===== config.mk =====
export PLATFORM = sky130hd
export DESIGN_NAME = upsample2x
export DESIGN_NICKNAME = d
export VERILOG_FILES = /design/src/rtl/upsample2x.sv
export SDC_FILE = /design/constraint.sdc
export NUM_CORES = 1
export LEC_CHECK = 0
export ABC_AREA = 1
export BUFFER_PORTS_ARGS = -buffer_cell sky130_fd_sc_hd__buf_2
export CAP_MARGIN = 20
export CORE_ASPECT_RATIO = 0.8
export CORE_MARGIN = 2
export CORE_UTILIZATION = 55
export DETAILED_ROUTE_END_ITERATION = 16
export PLACE_DENSITY = 0.7
export SLEW_MARGIN = 20
export SYNTH_ARGS = -nofsm -noshare
export SYNTH_HDL_FRONTEND = slang
export SYNTH_SLANG_ARGS = --single-unit

===== constraint.sdc =====
create_clock -name clk -period 3.8 [get_ports clk]
set_clock_uncertainty 0.05 [all_clocks]
set_input_delay 0.76 -clock clk [delete_from_list [all_inputs] [get_ports clk]]
set_output_delay 0.76 -clock clk [all_outputs]
set_load 0.03 [all_outputs]

===== src/rtl/upsample2x.sv =====
// upsample2x: nearest-neighbour 2x2 upsampler for the CNN decoder path.
// Each pooled input pixel becomes a 2x2 block of output pixels. Output row
// 2r is produced while row r streams in (each pixel emitted twice), then a
// one-row buffer replays row r to form output row 2r+1.
// Optional build macro UPSAMPLE_ZERO_FILL_EN switches to zero-fill
// unpooling: only the top-left pixel of each 2x2 block carries data and the
// other three positions are 0, with identical handshake and timing.
module upsample2x #(
    parameter int pooldata_num = 14
) (
    input  logic               clk,
    input  logic               rstn,
    input  logic               pool_valid,
    output logic               pool_ready,
    input  logic signed [21:0] pool_data,
    output logic               up_valid,
    output logic signed [21:0] up_data,
    output logic               up_last
);

    localparam int CW = (pooldata_num > 1) ? $clog2(pooldata_num) : 1;
    localparam logic [CW-1:0] LAST_IDX = CW'(pooldata_num - 1);

    typedef enum logic [1:0] {
        FILL_A = 2'd0,
        FILL_B = 2'd1,
        REPLAY = 2'd2
    } state_t;

    state_t        state;
    logic [CW-1:0] col;
    logic [CW-1:0] row;
    logic          rep;
    logic          accept;

    assign accept = pool_valid && pool_ready;

`ifndef UPSAMPLE_ZERO_FILL_EN
    logic signed [21:0] row_buf [pooldata_num];

    // Capture each accepted pixel so the row can be replayed as the odd output row
    always_ff @(posedge clk) begin
        if (accept) begin
            row_buf[col] <= pool_data;
        end
    end
`endif

    // Sequencer: fill half-row with horizontal duplicates, then replay the row
    always_ff @(posedge clk or negedge rstn) begin
        if (!rstn) begin
            state      <= FILL_A;
            col        <= '0;
            row        <= '0;
            rep        <= 1'b0;
            pool_ready <= 1'b1;
            up_valid   <= 1'b0;
            up_data    <= '0;
            up_last    <= 1'b0;
        end else begin
            up_last <= 1'b0;
            case (state)
                FILL_A: begin
                    if (accept) begin
                        up_valid   <= 1'b1;
                        up_data    <= pool_data;
                        pool_ready <= 1'b0;
                        state      <= FILL_B;
                    end else begin
                        up_valid <= 1'b0;
                    end
                end

                FILL_B: begin
                    up_valid <= 1'b1;
`ifdef UPSAMPLE_ZERO_FILL_EN
                    up_data  <= '0;
`endif
                    if (col == LAST_IDX) begin
                        col        <= '0;
                        rep        <= 1'b0;
                        pool_ready <= 1'b0;
                        state      <= REPLAY;
                    end else begin
                        col        <= col + 1'b1;
                        pool_ready <= 1'b1;
                        state      <= FILL_A;
                    end
                end

                REPLAY: begin
                    up_valid <= 1'b1;
`ifdef UPSAMPLE_ZERO_FILL_EN
                    up_data  <= '0;
`else
                    up_data  <= row_buf[col];
`endif
                    rep <= ~rep;
                    if (rep) begin
                        if (col == LAST_IDX) begin
                            col        <= '0;
                            pool_ready <= 1'b1;
                            state      <= FILL_A;
                            if (row == LAST_IDX) begin
                                row     <= '0;
                                up_last <= 1'b1;
                            end else begin
                                row <= row + 1'b1;
                            end
                        end else begin
                            col <= col + 1'b1;
                        end
                    end
                end

                default: begin
                    state      <= FILL_A;
                    col        <= '0;
                    row        <= '0;
                    rep        <= 1'b0;
                    pool_ready <= 1'b1;
                    up_valid   <= 1'b0;
                end
            endcase
        end
    end

endmodule


### Yosys cells after proc, flatten, opt, wreduce, memory -nomap -nowiden

Memory sizes are Yosys's and may differ from the RTL's.
Index checks and enable logic that the tools add are counted.

* flip-flop bits (word level): 36
* bits in latches: 0
* memory bits (writable): 308
* ROM bits: 0
* output and inout bits: 25
* memories: 1

Memories
* row_buf: depth 14, width 22, read ports 1, clocked after memory_dff 0, write ports 1, RTL line 39 `logic signed [21:0] row_buf [pooldata_num];`

* $add $sub $neg: 2
* $mul: 0
* divide/modulo/power cells: 0
* magnitude comparators: 0
* equal/unequal tests: 8
* shift-type cells: 0
* muxes and demuxes: 28
* bitwise logic cells: 3
* reductions and logical operators: 10

Operators with widths (number)
* $pmux 22 s2: 1
* $mux 22: 1
* $mux 4: 5
* $pmux 4 s3: 1
* $mux 1: 11
* $add 4x1->4 const B: 2
* $eq 4x4->1 const B: 2
* $mux 2: 4
* $ne 2x2->1 const B: 4
* $pmux 4 s2: 1
* $pmux 1 s3: 2
* $pmux 2 s3: 1
* $reduce_and 2->1: 3
* $reduce_and 3->1: 2
* $reduce_or 2->1: 2
* $not 1->1: 3
* $eq 2x1->1 const B: 1
* $eq 2x2->1 const B: 1
* $logic_not 2->1: 1
* $pmux 1 s2: 1
* $reduce_bool 2->1: 1
* $logic_and 1x1->1: 1

### Longest topological paths before layout

Gate-level depths: netlist (run 1).

* depth in word-level cells: 5
* mapped depth: 12

### Worst setup path after synthesis (run 1)

Ideal clock, no wire load.

* path type: input to register
* start: input pool_valid
* end: memory row_buf[10][0], enable pin
* arrival time: 2000 ps
* data required time: 3349 ps
* path slack: 1349 ps
* stages: 4
* cells stage by stage: nand2_1 > inv_1 > nand3_1 > nor2_1

* cells in the longest elaborated chain, start to end: 3

Ends and longest elaborated chain
* start, declared: RTL line 13 `input logic pool_valid,`
* $logic_and 1x1->1: RTL line 36 `assign accept = pool_valid && pool_ready;`
* $mux 1: RTL line 43 `if (accept) begin`
* $mux 1 (implied by the code): RTL line 44 `row_buf[col] <= pool_data;`
* end, declared: RTL line 39

No other way between the ends.

### Worst setup path in the final report (run 1)

* start: register col[1]
* end: register row[0]

* cells in the longest elaborated chain, start to end: 3

Ends and longest elaborated chain
* start, declared: RTL line 31 `logic [CW-1:0] col;`
* start signal, assigned: RTL line 85 `col <= col + 1'b1;`
* start signal, assigned: RTL line 111 `col <= col + 1'b1;`
* $eq 4x4->1: RTL line 100 `if (col == LAST_IDX) begin`
* $ne 2x2->1 (no source line)
* $reduce_and 3->1 (no source line)
* end signal, assigned: RTL line 108 `row <= row + 1'b1;`
* end, declared: RTL line 32 `logic [CW-1:0] row;`

No other way between the ends.
A chain may end at the register's enable or synchronous reset.

==> results of run 1 <==
==> report_power, final <==
part           switching [W]  internal (W)  total (W)  leakage [nW]
Clock                0.00136       0.00215    0.00352         0.573
Combinational        0.00254      0.000911    0.00345          3.02
Sequential          0.000189       0.00449    0.00468          3.23
Total                0.00410       0.00756     0.0117          6.82
==> kinds of logic after synthesis <==
| group | count (synthesis) |
|---|---|
| XOR/XNOR | 2 |
| buffers and inverters | 83 |
| flip-flops | 344 |
| AND/OR/NAND/NOR | 919 |
| adder cells (fa/ha/maj) | 8 |
| AO/OA/AOI/OAI | 61 |
==> per-layer routing <==
| metal | routed length [um] | vias to the layer above | global-route usage (%) |
|---|---|---|---|
| li1 | - | 4697 | - |
| met1 | 15400 | 4737 | 38.8 |
| met2 | 15600 | 429 | 39.1 |
| met3 | 3040 | 61 | 4.23 |
| met4 | 837 | 0 | 7.87 |
| met5 | 0 | - | 0 |
==> final timing paths <==
| path | slack (ps) | end | cells past startpoint | from |
|---|---|---|---|---|
| worst min-delay path | 360 | up_data[8]$_DFFE_PN0P_ | 1 | rstn |
| worst min register to register | 420 | up_data[1]$_DFFE_PN0P_ | 2 | up_data[1]$_DFFE_PN0P_ |
| worst max-delay path | 1490 | row[0]$_DFFE_PN0P_ | 10 | col[1]$_DFFE_PN0P_ |
| min in group clk | 420 | up_data[1]$_DFFE_PN0P_ | 2 | up_data[1]$_DFFE_PN0P_ |
| worst max register to register | 1490 | row[0]$_DFFE_PN0P_ | 10 | col[1]$_DFFE_PN0P_ |
| max in group asynchronous | 2630 | col[0]$_DFFE_PN0P_ | 1 | rstn |
==> cell type report <==
class	count	area share [%]
flip-flops and latches	344	62.0
multi-input cells	990	24.6
clock buffers	53	6.33
repair buffers	77	3.01
well taps	357	2.73
clock inverters	9	0.886
inverters	17	0.405
==> worst max-delay path: cells and delay by family, from the launching register on <==
kind | cells | cell delay [ps]
AND/OR/NAND/NOR | 6 | 800
buffers and inverters | 3 | 730
flip-flops | 1 | 500
AO/OA/AOI/OAI | 1 | 60
==> cells in the final DEF (no fill, tap or decap), drive strengths merged <==
cell,synthesis,final
nor3,1,1
xor2,2,2
nand3b,2,2
ha,8,8
nor2,118,118
a31oi,2,2
a21oi,27,27
o21ai,31,31
edfxtp,308,308
nand2,768,768
dfrtp,35,35
nand3,7,7
dfstp,1,1
inv,17,17
o32ai,1,1
clkbuf,20,53
bufinv,0,4
or2,23,23
clkinv,0,4
buf,46,77
clkinvlp,0,1
==> cell usage after synthesis, drive strengths merged <==
cell type    n  area, um^2
a21oi       27         135
a31oi        2        12.5
buf         46         294
clkbuf      20        75.1
dfrtp       35         876
dfstp        1        26.3
edfxtp     308        9250
ha           8         100
inv         17        63.8
nand2      768        2890
nand3        7        35.0
nand3b       2        15.0
nor2       118         453
nor3         1        10.0
o21ai       31         155
o32ai        1        8.76
or2         23         144
xor2         2        17.5
==> per-stage QoR <==
| step | area (um^2) | worst slack [ps] |
|---|---|---|
| after floorplan | 14600 | 1350 |
| after global placement | 15200 | 1500 |
| after detailed placement | 15200 | 1470 |
| after CTS | 16400 | 1500 |
| after global routing | 16400 | 1310 |
| final | 16400 | 1490 |
==> registers in the layout (all words and copies together), names as in the netlist <==
| register | flops |
|---|---|
| pool_ready | 1 |
| row | 4 |
| up_data | 22 |
| row_buf | 308 |
| rep | 1 |
| state | 2 |
| up_last | 1 |
| col | 4 |
| up_valid | 1 |
==> flow_summary.ini, run 1 <==
[layout]
n_fill_cell = 2138
diodes = 0
multiInputGateArea_um2 = 4030
finalNetCount = 1498
post-route-util_pct = 62.7
drive_gt1_share_pct = 10.6
syn_to_final_growth_pct = 12.5
layoutNonFillerInstCount = 1847
regArea_um2 = 10200

[worst_hold_path]
hold_class = in2async

[power]
peakVddDrop_mv = 0.392
powerDensity_nw_per_um2 = 712
p_total_w = 0.0117
p_leak_nw = 6.82

[die]
io_pins = 50
die_w_um = 186
start_util_pct = 55.7
die_area_um2 = 27800
die_y_um = 150
core_um2 = 26100
num_rows = 53

[timing]
rsz0062_at_grt = false
period_needed_ps = 2310
finalSetupViolations = 0
max_freq_mhz = 433
relSlewSlack_pct = 35.1
timing.hold.ws_ps = 363
post-route-period-util_pct = 60.7
hold_violations = 0
worst_slew_pin_slew_ps = 973
final.setup.tns_ps = 0
slew_violations = 0

[logic_synthesis]
synth_nets = 1450
yosysWarnings = 0
syn_area_um2 = 14600
synth_top_family_by_area = simple AND/OR/NAND/NOR gates
synth.distinct_cells = 27
synth_compound_area_share_pct = 2.14
syn_area_per_cell_um2 = 10.3
synth_mux_area_share_pct = 0
synthXorXnorAreaFrac_pct = 0.120
yosys.area_share.adder_pct = 0.687
synthSimpleGateAreaFrac_pct = 24.4
synth_seq_cells = 344
yosysSeqAreaShare_pct = 69.7
syn_inst = 1417

[routing]
routed_wirelength_mm = 34.9
drt_first_pass_iters = 5
drc = 0
vias = 9924
wl_per_cell_um = 18.9
drtAntennaViolNets = 0
dr.first_iter.drc_count = 1058
via_per_inst = 5.37

[placement]
post-dp-hpwl_mm = 18.6
numPortBuffers = 49
place.gp.congestion = 0.800
placed_cells = 1785

[worst_setup_path]
start_kind = register
slowest_stage = dfrtp_2
critical_path.max_fanout = 28
crit_path_end_kind = register
crit_required_ps = 4140
crit_arrival_ps = 2650
cpPeakStageDelay_ps = 500
crit_chain = buf_4, inv_2, buf_4, nand2_2, nor2_4, nor2_1, nor3_2, nand2_2, nand2_1, o21ai_1
worst-setup-path-type = reg2reg

[clocking]
hold_buffers = 0
cts_root_buffer = clkbuf_16
post_cts_buffers = 0
clk_latency_ps = 510
numClockSinks = 344
clock_path_buffers = 3
htreeDepth = 2
cts_resized = 0
cts_tree = done
path_clk_slew_ps = 60
cts_buffers = 35

[flow_run]
max-cap-violations = 0

[global_routing]
grt_pass1_vias = 9277
grt_pass1_wl_mm = 53.4
grt_usage_pct = 25.9
grt_max_degree = 83
antenna_found_initial = 0
grt_overflow = 0

[run_status]
outcome = finished, final reports clean
Power figures use the tool's default switching activity.
==> inputs of run 2 (changes only) <==
==> constraint.sdc (replaced) <==
create_clock -name clk -period 2.19 [get_ports clk]
set_clock_uncertainty 0.05 [all_clocks]
set_input_delay 0.438 -clock clk [delete_from_list [all_inputs] [get_ports clk]]
set_output_delay 0.438 -clock clk [all_outputs]
set_load 0.03 [all_outputs]
==> flow_summary.ini, run 2 (same netlist as run 1, synthesis figures left out) <==
[placement]
pre_cts_slack_ps = 294
post-dp-hpwl_mm = 20.2
numPortBuffers = 49
place.gp.congestion = 0.832

[power]
p_leak_nw = 6.97
peakVddDrop_mv = 0.647
powerDensity_nw_per_um2 = 1230

[global_routing]
grt_pass1_wl_mm = 54.1
grt_usage_pct = 26.2
grt_pass1_vias = 9426
grt_max_degree = 68
antenna_found_initial = 0
grt_overflow = 0

[die]
core_um2 = 26100
die_y_um = 150
num_rows = 53
die_area_um2 = 27800
start_util_pct = 55.7
die_w_um = 186
io_pins = 50

[timing]
finalSetupViolations = 0
worst_slew_pin_slew_ps = 700
slew_violations = 0
rsz0062_at_grt = false
timing.hold.ws_ps = 260
hold_violations = 0
max_freq_mhz = 523
fin_ws_ps = 279
period_needed_ps = 1910
relSlewSlack_pct = 53.2
post-route-period-util_pct = 87.3

[run_status]
outcome = finished, final reports clean

[layout]
drive_gt1_share_pct = 12.0
finalNetCount = 1518
reg.largest.list = row_buf (308), up_data (22)
top_register = row_buf
final_common_cell = nand2_1
syn_to_final_growth_pct = 14.1
largest_reg_flops = 308
diodes = 0
layout.cells.most_common_list = nand2_1, edfxtp_1, nor2_1
post-route-util_pct = 63.6

[routing]
via_per_inst = 5.36
dr.first_iter.drc_count = 1026
drc = 0
drt_first_pass_iters = 5
routed_wirelength_mm = 35.1
drtAntennaViolNets = 0
vias = 9998
wl_per_cell_um = 18.8

[worst_setup_path]
crit_arrival_ps = 2040
slowest_stage = dfstp_2
crit_top_cell = nand2_1
crit_path_end_kind = register
start_kind = register
cpPeakStageDelay_ps = 540
crit_chain = nand2_1, inv_1, nand2_1, nor2_2, buf_4
worst-setup-path-type = reg2reg
critical_path.max_fanout = 14
crit_required_ps = 2310

[clocking]
path_clk_slew_ps = 60
cts_resized = 0
numClockSinks = 344
clk_latency_ps = 510
cts_root_buffer = clkbuf_16
clock_path_buffers = 3
htreeDepth = 2
cts_buffers = 35
cts_tree = done

[flow_run]
max-cap-violations = 0

[worst_hold_path]
hold_class = in2reg
run 2: cell count changes in the layout (fill, tap and decap cells not counted):
cell / change
buf_12: +8
buf_4: +11
bufinv_16: -1
clkbuf_1: -6
clkbuf_8: +2
clkinv_2: +3
clkinv_4: +1
clkinvlp_4: -1
dlygate4sd3_1: +1
run 2: worst max-delay path, delay by kind of cell (launching register included):
| kind | cells | cell delay (ps) |
|---|---|---|
| DFF | 1 | 540 |
| and+or+nand+nor | 3 | 480 |
| buffers and inverters | 2 | 510 |
run 2: cell type report:
class	count	area, um^2
clock inverter	11	131
tap	357	447
multi-input combinational	990	4030
clock buffer	49	1040
sequential	344	10200
fill	2116	9510
timing repair buffer	97	746
inverter	17	66.3
run 2: timing repair:
action | in CTS | in global routing
hold buffers | 1 | 0
endpoints found under the hold margin | 25 | 0
buffers inserted | 0 | 0
run 2: path summary, 6_finish.rpt:
check                                            start                       end  slack [ps]  cells past startpoint
worst max-delay path            pool_ready$_DFFE_PN1P_  row_buf[4][11]$_DFFE_PP_         280                      5
worst min-delay path                      pool_data[3]   row_buf[3][3]$_DFFE_PP_         260                      1
worst max register to register  pool_ready$_DFFE_PN1P_  row_buf[4][11]$_DFFE_PP_         280                      5
worst min register to register  up_data[0]$_DFFE_PN0P_    up_data[0]$_DFFE_PN0P_         430                      2
max in group asynchronous                         rstn   up_data[11]$_DFFE_PN0P_         970                      3
min in group asynchronous                         rstn   up_data[15]$_DFFE_PN0P_         460                      2
run 2: report_power, final:
part | switching [W] | leakage [nW] | internal [W]
Sequential | 0.000353 | 3.23 | 0.00779
Clock | 0.00238 | 0.581 | 0.00366
Combinational | 0.00446 | 3.16 | 0.00177
Total | 0.00720 | 6.97 | 0.0132
run 2: routing by layer:
layer	wire, um	part of all wire, %	global-route usage (%)
met3	2980	8.5	4.23
met2	15700	45	40.3
met5	0	0	0
met4	860	2.5	7.36
met1	15500	44	39.0
run 2: stage by stage:
stage               cells  cell area, um^2  total power (W)  setup TNS (ps)
floorplan            1417            14600           0.0125          -37260
global placement     1804            15400           0.0143               0
detailed placement   1804            15400           0.0144               0
CTS                  1865            16600           0.0205               0
global route         1865            16600           0.0216               0
finish               1865            16600           0.0204               0
==> inputs of run 3 (changes only) <==
--- a/config.mk
+++ b/config.mk
@@ -10,9 +10,9 @@
 export CAP_MARGIN = 20
 export CORE_ASPECT_RATIO = 0.8
 export CORE_MARGIN = 2
-export CORE_UTILIZATION = 55
+export CORE_UTILIZATION = 60
 export DETAILED_ROUTE_END_ITERATION = 16
-export PLACE_DENSITY = 0.7
+export PLACE_DENSITY = 0.75
 export SLEW_MARGIN = 20
 export SYNTH_ARGS = -nofsm -noshare
 export SYNTH_HDL_FRONTEND = slang
==> flow_summary.ini, run 3 (same netlist as run 1, synthesis figures left out) <==
[layout]
n_fill_cell = 1689
syn_to_final_growth_pct = 12.8
drive_gt1_share_pct = 11.6
layout.cells.most_common_list = nand2_1, edfxtp_1, nor2_1
final_common_cell = nand2_1
regArea_um2 = 10200
finalNetCount = 1521
diodes = 0
largest_reg_flops = 308
multiInputGateArea_um2 = 4030
layoutNonFillerInstCount = 1826
reg.largest.list = row_buf (308), up_data (22)
top_register = row_buf

[global_routing]
antenna_found_initial = 1
grt_overflow = 0
grt_pass1_wl_mm = 51.7
grt_usage_pct = 27.2
grt_max_degree = 65
grt_pass1_vias = 9364

[placement]
post-dp-hpwl_mm = 20.2
numPortBuffers = 49
place.gp.congestion = 0.840
placed_cells = 1763
pre_cts_slack_ps = 183

[timing]
worst_slew_pin_slew_ps = 705
period_needed_ps = 2110
post-route-period-util_pct = 96.5
rsz0062_at_grt = false
fin_ws_ps = 76.5
relSlewSlack_pct = 52.8
final.setup.tns_ps = 0
finalSetupViolations = 0
slew_violations = 0
timing.hold.ws_ps = 258
hold_violations = 0
max_freq_mhz = 473

[clocking]
cts_tree = done
cts_resized = 0
clk_latency_ps = 510
post_cts_buffers = 0
numClockSinks = 344
htreeDepth = 2
cts_buffers = 34
cts_root_buffer = clkbuf_16
hold_buffers = 1
clock_path_buffers = 3
path_clk_slew_ps = 60

[worst_setup_path]
critical_path.max_fanout = 12
start_kind = register
rrSetupSlack_ps = 80
crit_path_end_kind = register
worst-setup-path-type = reg2reg
crit_arrival_ps = 2440
worstRegToRegCells = 8
crit_required_ps = 2520

[die]
core_um2 = 23600
io_pins = 50
die_y_um = 143
start_util_pct = 61.7
die_area_um2 = 25500
num_rows = 50
die_w_um = 178

[routing]
drc = 0
vias = 10000
drtAntennaViolNets = 0
dr.first_iter.drc_count = 1105
drt_first_pass_iters = 5
wl_per_cell_um = 18.5
routed_wirelength_mm = 33.9
via_per_inst = 5.48

[worst_hold_path]
min_path_cells = 1
hold_class = in2reg

[power]
powerDensity_nw_per_um2 = 1210
peakVddDrop_mv = 0.749
p_leak_nw = 6.91

[run_status]
outcome = finished, final reports clean

[flow_run]
max-cap-violations = 0
[run 3: cell count changes in the layout (fill, tap and decap cells not counted), sizes merged]
| cell | change |
|---|---|
| buf | +4 |
| bufinv | -2 |
| clkbuf | -4 |
| clkinv | +8 |
[run 3: cell type report]
class,count,area share (%)
flip-flops and latches,344,61.8
multi-input cells,990,24.5
clock buffers,45,5.88
repair buffers,101,4.42
well taps,312,2.38
clock inverters,17,0.579
inverters,17,0.404
[run 3: metrics by stage]
step | power (W) | util [%] | cell area, um^2
5_1_grt | 0.0209 | 69.7 | 16400
3_5_place_dp | 0.0143 | 65.1 | 15400
4_1_cts | 0.0198 | 69.7 | 16400
3_3_place_gp | 0.0142 | 65.1 | 15400
6_report | 0.0198 | 69.7 | 16400
2_1_floorplan | 0.0125 | - | 14600
[run 3: report_power, final]
part	switching, W	internal [W]	leakage (nW)
sequential	0.000358	0.00779	3.23
clock	0.00234	0.00321	0.520
combinational	0.00437	0.00174	3.16
[run 3: layer usage]
| metal | track usage (%) | wire (um) | up-vias |
|---|---|---|---|
| met3 | 4.71 | 3150 | 66 |
| met4 | 8.76 | 824 | 0 |
| met2 | 42.5 | 15600 | 445 |
| li1 | - | - | 4749 |
| met5 | 0 | 0 | - |
| met1 | 39.6 | 14300 | 4748 |
[run 3: worst paths after layout]
path                                   startpoint                  endpoint
max in group asynchronous                    rstn    pool_ready$_DFFE_PN1P_
min                                 pool_data[19]  row_buf[6][19]$_DFFE_PP_
min in group asynchronous                    rstn    up_data[5]$_DFFE_PN0P_
max reg2reg                  state[0]$_DFFE_PN0P_        col[3]$_DFFE_PN0P_
min reg2reg                up_data[1]$_DFFE_PN0P_    up_data[1]$_DFFE_PN0P_
max                          state[0]$_DFFE_PN0P_        col[3]$_DFFE_PN0P_
[run 3: critical path: stages (launching register included)]
cell     delay (ps)
dfrtp_1         390
inv_1           120
ha_1            230
inv_2           250
nor2_1          100
nor2_1          310
inv_1           140
a21oi_1         250
o32ai_1         130
